File: src/rtl/mario_pkg.sv
// Shared screen geometry, motion-state encoding and sprite ids for the Mario motion stage.
package mario_pkg;

   localparam int SCREEN_W = 1280;
   localparam int SCREEN_H = 896;
   localparam int SPRITE_W = 64;
   localparam int SPRITE_H = 128;

   typedef enum logic [1:0] {
      ST_GROUND = 2'd0,
      ST_RISE   = 2'd1,
      ST_FALL   = 2'd2
   } motion_state_e;

   localparam logic [5:0] ID_STAND_R  = 6'd1;
   localparam logic [5:0] ID_WALK_R_0 = 6'd2;
   localparam logic [5:0] ID_JUMP_R   = 6'd5;
   localparam logic [5:0] ID_STAND_L  = 6'd6;
   localparam logic [5:0] ID_WALK_L_0 = 6'd7;
   localparam logic [5:0] ID_JUMP_L   = 6'd10;

   function automatic logic [5:0] sprite_id(
      input motion_state_e st,
      input logic          face_l,
      input logic          walk,
      input logic [1:0]    anim
   );
      logic [5:0] id;
      if (st != ST_GROUND) begin
         id = face_l ? ID_JUMP_L : ID_JUMP_R;
      end else if (walk) begin
         id = (face_l ? ID_WALK_L_0 : ID_WALK_R_0) + {4'd0, anim};
      end else begin
         id = face_l ? ID_STAND_L : ID_STAND_R;
      end
      return id;
   endfunction

endpackage

File: src/rtl/mario_motion_btn_sync.sv
// Two-flop button synchroniser with a rising-edge detect whose history only advances on frame ticks.
module btn_sync (
   input  logic clk,
   input  logic rst,
   input  logic tick_i,
   input  logic btn_i,
   output logic lvl_o,
   output logic rise_o
);

   logic meta_q;
   logic sync_q;
   logic prev_q;

   always_ff @(posedge clk or negedge rst) begin
      if (!rst) begin
         meta_q <= 1'b0;
         sync_q <= 1'b0;
         prev_q <= 1'b0;
      end else begin
         meta_q <= btn_i;
         sync_q <= meta_q;
         if (tick_i) begin
            prev_q <= sync_q;
         end
      end
   end

   assign lvl_o  = sync_q;
   assign rise_o = sync_q & ~prev_q;

endmodule

File: src/rtl/mario_motion.sv
// Per-frame Mario position / sprite-id update with walk, jump and gravity.
// Build option MARIO_VARJUMP_EN: releasing jump while rising caps the upward speed for short hops.
module mario_motion
   import mario_pkg::*;
#(
   parameter int X_MIN      = 0,
   parameter int X_MAX      = SCREEN_W - SPRITE_W,
   parameter int X_INIT     = 64,
   parameter int GROUND_Y   = SCREEN_H - SPRITE_H,
   parameter int WALK_SPEED = 4,
   parameter int JUMP_V0    = 20,
   parameter int GRAVITY    = 1,
   parameter int VY_MAX     = 16,
   parameter int ANIM_DIV   = 6
) (
   input  logic        clk,
   input  logic        rst,
   input  logic        frame_tick,
   input  logic        btn_left,
   input  logic        btn_right,
   input  logic        btn_jump,
   output logic [10:0] mario_x,
   output logic [9:0]  mario_y,
   output logic [5:0]  mario_id
);

   // state   | meaning
   // GROUND  | standing or walking at GROUND_Y, jump edge launches
   // RISE    | moving up, speed decays by GRAVITY each frame
   // FALL    | moving down, speed grows to VY_MAX, lands at GROUND_Y

   localparam logic [5:0] VARJUMP_CAP = 6'd4;

   logic left_lvl, right_lvl, jump_lvl, jump_rise;
   logic unused_rise_left, unused_rise_right;

   btn_sync u_sync_left (
      .clk    (clk),
      .rst    (rst),
      .tick_i (frame_tick),
      .btn_i  (btn_left),
      .lvl_o  (left_lvl),
      .rise_o (unused_rise_left)
   );

   btn_sync u_sync_right (
      .clk    (clk),
      .rst    (rst),
      .tick_i (frame_tick),
      .btn_i  (btn_right),
      .lvl_o  (right_lvl),
      .rise_o (unused_rise_right)
   );

   btn_sync u_sync_jump (
      .clk    (clk),
      .rst    (rst),
      .tick_i (frame_tick),
      .btn_i  (btn_jump),
      .lvl_o  (jump_lvl),
      .rise_o (jump_rise)
   );

`ifndef MARIO_VARJUMP_EN
   logic unused_jump_lvl;
   assign unused_jump_lvl = jump_lvl;
`endif

   motion_state_e state_q, state_d;
   logic [10:0]   x_q, x_d;
   logic [9:0]    y_q, y_d;
   logic [5:0]    vy_q, vy_d;
   logic          face_l_q, face_l_d;
   logic [1:0]    anim_q, anim_d;
   logic [2:0]    div_q, div_d;
   logic [5:0]    id_q, id_d;

   logic          move_l, move_r, walking;
   logic [5:0]    vy_eff, vy_fall;
   logic [6:0]    vy_sum;
   logic [10:0]   y_ext, y_rise, y_fall;

   always_comb begin
      state_d  = state_q;
      x_d      = x_q;
      y_d      = y_q;
      vy_d     = vy_q;
      face_l_d = face_l_q;
      anim_d   = anim_q;
      div_d    = div_q;
      id_d     = id_q;
      move_l   = left_lvl & ~right_lvl;
      move_r   = right_lvl & ~left_lvl;
      walking  = 1'b0;
      vy_eff   = vy_q;
      vy_sum   = {1'b0, vy_q} + 7'(GRAVITY);
      vy_fall  = (vy_sum > 7'(VY_MAX)) ? 6'(VY_MAX) : vy_sum[5:0];
      y_ext    = {1'b0, y_q};
      y_rise   = '0;
      y_fall   = y_ext + {5'd0, vy_fall};

      if (frame_tick) begin
         if (move_l) begin
            x_d      = (x_q < 11'(X_MIN + WALK_SPEED)) ? 11'(X_MIN) : x_q - 11'(WALK_SPEED);
            face_l_d = 1'b1;
         end else if (move_r) begin
            x_d      = (x_q > 11'(X_MAX - WALK_SPEED)) ? 11'(X_MAX) : x_q + 11'(WALK_SPEED);
            face_l_d = 1'b0;
         end

         case (state_q)
            ST_GROUND: begin
               if (jump_rise) begin
                  vy_d    = 6'(JUMP_V0);
                  state_d = ST_RISE;
               end
            end
            ST_RISE: begin
`ifdef MARIO_VARJUMP_EN
               if (!jump_lvl && (vy_q > VARJUMP_CAP)) begin
                  vy_eff = VARJUMP_CAP;
               end
`endif
               y_rise = y_ext - {5'd0, vy_eff};
               // the 11-bit difference exposes a climb past the top edge before it wraps
               if (y_ext < {5'd0, vy_eff}) begin
                  y_d     = '0;
                  vy_d    = '0;
                  state_d = ST_FALL;
               end else begin
                  y_d = y_rise[9:0];
                  if (vy_eff <= 6'(GRAVITY)) begin
                     vy_d    = '0;
                     state_d = ST_FALL;
                  end else begin
                     vy_d = vy_eff - 6'(GRAVITY);
                  end
               end
            end
            ST_FALL: begin
               if (y_fall >= 11'(GROUND_Y)) begin
                  y_d     = 10'(GROUND_Y);
                  vy_d    = '0;
                  state_d = ST_GROUND;
               end else begin
                  y_d  = y_fall[9:0];
                  vy_d = vy_fall;
               end
            end
            default: begin
               y_d     = 10'(GROUND_Y);
               vy_d    = '0;
               state_d = ST_GROUND;
            end
         endcase

         walking = (state_d == ST_GROUND) && (move_l || move_r);
         if (walking) begin
            if (div_q == 3'd0) begin
               div_d  = 3'(ANIM_DIV - 1);
               anim_d = (anim_q == 2'd2) ? 2'd0 : anim_q + 2'd1;
            end else begin
               div_d = div_q - 3'd1;
            end
         end else begin
            div_d  = 3'(ANIM_DIV - 1);
            anim_d = 2'd0;
         end

         id_d = sprite_id(state_d, face_l_d, walking, anim_d);
      end
   end

   always_ff @(posedge clk or negedge rst) begin
      if (!rst) begin
         state_q  <= ST_GROUND;
         x_q      <= 11'(X_INIT);
         y_q      <= 10'(GROUND_Y);
         vy_q     <= '0;
         face_l_q <= 1'b0;
         anim_q   <= 2'd0;
         div_q    <= 3'(ANIM_DIV - 1);
         id_q     <= ID_STAND_R;
      end else begin
         state_q  <= state_d;
         x_q      <= x_d;
         y_q      <= y_d;
         vy_q     <= vy_d;
         face_l_q <= face_l_d;
         anim_q   <= anim_d;
         div_q    <= div_d;
         id_q     <= id_d;
      end
   end

   assign mario_x  = x_q;
   assign mario_y  = y_q;
   assign mario_id = id_q;

endmodule

File: config.mk
export PLATFORM = sky130hd
export DESIGN_NAME = mario_motion
export DESIGN_NICKNAME = d
export VERILOG_FILES = /design/src/rtl/mario_pkg.sv /design/src/rtl/mario_motion_btn_sync.sv /design/src/rtl/mario_motion.sv
export SDC_FILE = /design/constraint.sdc
export NUM_CORES = 1
export LEC_CHECK = 0
export ABC_AREA = 1
export CORE_ASPECT_RATIO = 1.5
export CORE_MARGIN = 1
export CORE_UTILIZATION = 40
export CTS_CLUSTER_SIZE = 8
export DETAILED_ROUTE_END_ITERATION = 16
export PLACE_DENSITY = 0.66
export SLEW_MARGIN = 15
export SYNTH_ARGS = -nofsm -noshare
export SYNTH_HDL_FRONTEND = slang
export SYNTH_HIERARCHICAL = 1
export SYNTH_SLANG_ARGS = --single-unit
File: constraint.sdc
create_clock -name clk -period 3.95 [get_ports clk]
set_input_delay 1.185 -clock clk [delete_from_list [all_inputs] [get_ports clk]]
set_output_delay 1.185 -clock clk [all_outputs]
set_load 0.01 [all_outputs]
---- Word-level counts from Yosys, hierarchy flattened ----
Cells that the tools add are included.
cells by class
  $lt $le $gt $ge ......................... 6
  equality and inequality tests ........... 4
  muxes and demuxes ....................... 33
  reductions and logical operators ........ 10
  bitwise logic cells ..................... 7
  $add $sub $neg .......................... 9
operator list
  cell                                                          number
  2-to-1 mux 11 bit                                             4
  2-to-1 mux 6 bit                                              5
  one-hot mux 10 bit (3 select lines)                           1
  2-to-1 mux 10 bit                                             2
  2-to-1 mux 2 bit                                              9
  one-hot mux 6 bit (3 select lines)                            1
  2-to-1 mux 3 bit                                              4
  2-to-1 mux 4 bit                                              3
  adder 10 x 6 -> 11 bit                                        1
  adder 11 x 3 -> 11 bit (second input constant)                1
  >= comparator 11 x 10 -> 1 bit (second input constant)        1
  > comparator 11 bit (second input constant)                   1
  less-than comparator 11 x 3 -> 1 bit (second input constant)  1
  subtractor 11 x 3 -> 11 bit (second input constant)           1
  less-than comparator 10 x 6 -> 1 bit                          1
  subtractor 10 x 6 -> 10 bit                                   1
  adder 6 x 1 -> 7 bit (second input constant)                  1
  > comparator 7 x 5 -> 1 bit (second input constant)           1
  <= comparator 6 x 1 -> 1 bit (second input constant)          1
  one-hot mux 2 bit (3 select lines)                            1
  AND reduction 2 bit                                           3
  subtractor 6 x 1 -> 6 bit (second input constant)             1
  adder 3 x 2 -> 4 bit                                          1
  == test 2 bit (second input constant)                         2
  other kinds (12)                                              21
word-level totals
  word-level logic and storage cells ...... 84
  output and inout bits ................... 27
  bits in registers ....................... 48
  input port bits ......................... 6

---- Longest topological paths before layout ----
  depth after elaboration ................. 15
  mapped depth ............................ 33

---- Hierarchy ----
The synthesis kept the hierarchy.
modules (own cells, without submodules)
  module        area an instance (sq um)  times used  cells an instance  seq. area each (sq um)
  mario_motion  3284.4                    1           460                933.4
  btn_sync      100.1                     3           9                  75.1

---- Least setup slack after synthesis ----
Ideal clock, no wire load.
  kind .................................... register -> register
  start point ............................. reg vy_q[0], in the netlist vy_eff[0]
  end point ............................... reg id_q[2], in the netlist mario_id[2]
  path slack .............................. 0.250 ns
  clock period less this slack ............ 3.700 ns
  data arrival time ....................... 3.582 ns
  path buffers ............................ 0
  cell stages (with the launch flop) ...... 32
  cell sequence ........................... dfrtp_1 -> ha_1 -> nand2_1 -> inv_1 -> nand2_1 -> nand2_1 -> o21ai_1 -> o21ai_1 -> nor2_2 -> nand2_1 -> inv_1 -> ha_1 -> fa_1 -> nand3_1 -> nand3_2 -> nand2_2 -> nand3_1 -> nand2_1 -> nand3_1 -> nand3_1 -> nand2_1 -> nand2_4 -> nand2_4 -> nor3_1 -> ha_1 -> inv_1 -> ha_1 -> or2_2 -> nand3_1 -> nand2_1 -> nand3_1 -> nand2_1
on the way
  longest elaborated chain between the ends .. 15
ends and longest elaborated chain
  item                                    line                 source
  start, declared                         mario_motion.sv:72   logic [5:0] vy_q, vy_d;
  start signal, assigned                  mario_motion.sv:188  vy_q <= vy_d;
  adder 6 x 1 -> 7 bit                    mario_motion.sv:96   vy_sum = {1'b0, vy_q} + 7'(GRAVITY);
  > comparator 7 x 5 -> 1 bit             mario_motion.sv:97   vy_fall = (vy_sum > 7'(VY_MAX)) ? 6'(VY_MAX) : vy_sum[5:0];
  2-to-1 mux 6 bit                        mario_motion.sv:97
  adder 10 x 6 -> 11 bit                  mario_motion.sv:100  y_fall = y_ext + {5'd0, vy_fall};
  >= comparator 11 x 10 -> 1 bit          mario_motion.sv:141  if (y_fall >= 11'(GROUND_Y)) begin
  2-to-1 mux 2 bit                        mario_motion.sv:141
  one-hot mux 2 bit (3 select lines) (*)  mario_motion.sv:111  case (state_q)
  2-to-1 mux 2 bit (*)                    mario_motion.sv:102  if (frame_tick) begin
  logical NOT 2 bit                       mario_motion.sv:157  walking = (state_d == ST_GROUND) && (move_l || move_r);
  logical AND 1 bit                       mario_motion.sv:157
  2-to-1 mux 2 bit                        mario_motion.sv:158  if (walking) begin
  2-to-1 mux 2 bit                        mario_motion.sv:102
  adder 3 x 2 -> 4 bit                    mario_pkg.sv:32      id = (face_l ? ID_WALK_L_0 : ID_WALK_R_0) + {4'd0, anim};
  2-to-1 mux 4 bit                        mario_pkg.sv:31      end else if (walk) begin
  2-to-1 mux 4 bit (*)                    mario_pkg.sv:29      if (st != ST_GROUND) begin
  end signal, assigned                    mario_motion.sv:192  id_q <= id_d;
  end, declared                           mario_motion.sv:76   logic [5:0] id_q, id_d;
Mark *: on every way between the ends. The rest lies on a longest branch, timed or not. The select of a mux whose other input is x is not followed.
A chain may end at the register's enable or synchronous reset.

---- Worst setup path in the final report ----
  start point ............................. reg vy_q[1], in the netlist vy_eff[1]
  end point ............................... reg id_q[2], in the netlist mario_id[2]
The elaborated chain is that of the path after synthesis.

==> results.json <==
{
  "num_vias": 3284,
  "arrival_ps": 3970,
  "min_period_ps": 3790,
  "timing.critical_path.from_type": "register",
  "drt_iter0_drc": 139,
  "grt_pass1_wl_um": 13900,
  "cp_max_fo": 5,
  "grt_max_degree": 45,
  "drive_above_1_share": 0.151,
  "post-place-ws_ps": -127,
  "std_cell_rows": 41,
  "status": "finished, final reports clean",
  "cpMostUsedCell": "nand2_1",
  "vdd_drop_max_v": 0.000375,
  "critical-path-slowest-cell": "dfrtp_1",
  "fin_worst_skew_ps": 9.31,
  "grt_usage": 0.194,
  "ant_nets": 0,
  "drc": 0,
  "end_kind": "register",
  "final_cells": 625,
  "layout_common_cells": "nand2_1, inv_1, o21ai_0",
  "min_period_over_period": 0.958,
  "finish.utilization": 0.503,
  "routed_wl_um": 8510,
  "yosys_warnings": 6,
  "wl_per_cell_um": 13.6,
  "ctsLongestPathBuffers": 2,
  "fin_area_mm2": 0.00423,
  "critPathMaxStageDelay_ps": 400,
  "fmax_mhz": 264,
  "worst_ep_required_time_ps": 4140,
  "cts_hold_buffers": 0,
  "power_density_mw_per_mm2": 686,
  "nets": 551,
  "io_buffers": 28,
  "synthToLayoutAreaGrowth_pct": 21.3,
  "final.setup.worst_slack_ps": 165,
  "clk_pin_slew_ps": 70,
  "start_util": 0.414,
  "cts_htree_levels": 2,
  "tritoncts": "done",
  "io_pins": 33,
  "grt_pass1_vias": 3165,
  "maxSlewViolCount": 0,
  "overflow": 0,
  "place_congestion": 0.941,
  "synthCells": 473,
  "hold_viol": 0,
  "cts_buffers": 5,
  "die_h_um": 116,
  "core_mm2": 0.00841,
  "relSlewSlack": 0.324,
  "antenna_cells": 0,
  "drt_pass1_iterations": 4,
  "cts_sinks": 44,
  "path_class": "reg -> reg",
  "dp.cells": 607,
  "hp-class": "reg -> reg",
  "p_total_mw": 2.90,
  "p_leak_nw": 2.07,
  "tightest_slew_ps": 1010,
  "root_buffer": "clkbuf_16",
  "dpl.hpwl_um": 6260,
  "maxCapViolCount": 0,
  "netlist_area_mm2": 0.00348,
  "clk_latency_ps": 290,
  "grt_antenna_before_repair": 0,
  "layout_commonest_cell": "nand2_1",
  "routed_via_density": 5.25,
  "placed_area_mm2": 0.00389,
  "die_x_um": 78.2,
  "synth_area_per_cell_um2": 7.37,
  "design.die.area_mm2": 0.00910,
  "setup_violations": 0
}
layer usage:
metal / routed length [µm] / share of wire / global-route usage / vias to the layer above
met1: 3370 / 0.40 / 0.208 / 1561
li1: - / - / - / 1626
met4: 217 / 0.025 / 0.102 / 0
met3: 280 / 0.033 / 0.0258 / 20
met2: 4640 / 0.55 / 0.368 / 77
met5: 0 / 0 / 0 / -
path summary, 6_finish.rpt:
kind	to	start	slack [ps]	cells after the start
min in group asynchronous	u_sync_jump/lvl_o	rst	1060	1
worst min register to register	u_sync_jump/lvl_o	u_sync_jump/meta_q	340	0
max in group asynchronous	mario_y[1]	rst	2250	1
worst max-delay path	mario_id[2]	vy_eff[1]	160	32
worst min-delay path	u_sync_jump/lvl_o	u_sync_jump/meta_q	340	0
worst max register to register	mario_id[2]	vy_eff[1]	160	32
worst max-delay path, delay by kind of cell (launching register included):
kind	cells	cell delay, ps
AOI/OAI and AO/OA	2	190
buffers and inverters	3	160
and+or+nand+nor	23	2110
adders and majority gates	4	810
DFF	1	400
sequential cells by signal, summed over array words and instances, names as in the netlist, 2 cells and up:
signal / cells
mario_y: 10
mario_x: 9
vy_eff: 6
mario_id: 4
div_q: 3
anim_q: 2
state_q: 2
cell type report:
cell class | count | area (µm²)
flip-flops and latches | 44 | 1110
multi-input cells | 348 | 2150
clock buffers | 6 | 129
fillers | 824 | 4190
repair buffers | 44 | 395
well taps | 107 | 134
inverters | 74 | 278
clock inverters | 2 | 35.0
power by group:
group	leakage, nW	internal, mW	total [mW]	switching [mW]
clock	0.0808	0.298	0.479	0.181
sequential	0.549	0.593	0.757	0.164
combinational	1.44	0.710	1.67	0.955
total	2.07	1.60	2.90	1.30
repair_timing:
action / in CTS / in global routing
buffers inserted: 2 / 8
pin swaps: 2 / 11
cloned: 0 / 0
resized for setup: 4 / 18
endpoints found under the setup margin: 1 / 2
stage by stage:
step	setup TNS [ps]	hold WS, ps
6_report	0	338
5_1_grt	-138	349
4_1_cts	0	345
3_5_place_dp	-127	335
3_3_place_gp	0	333
2_1_floorplan	0	331
No activity file was read; power rests on OpenSTA's default activity.
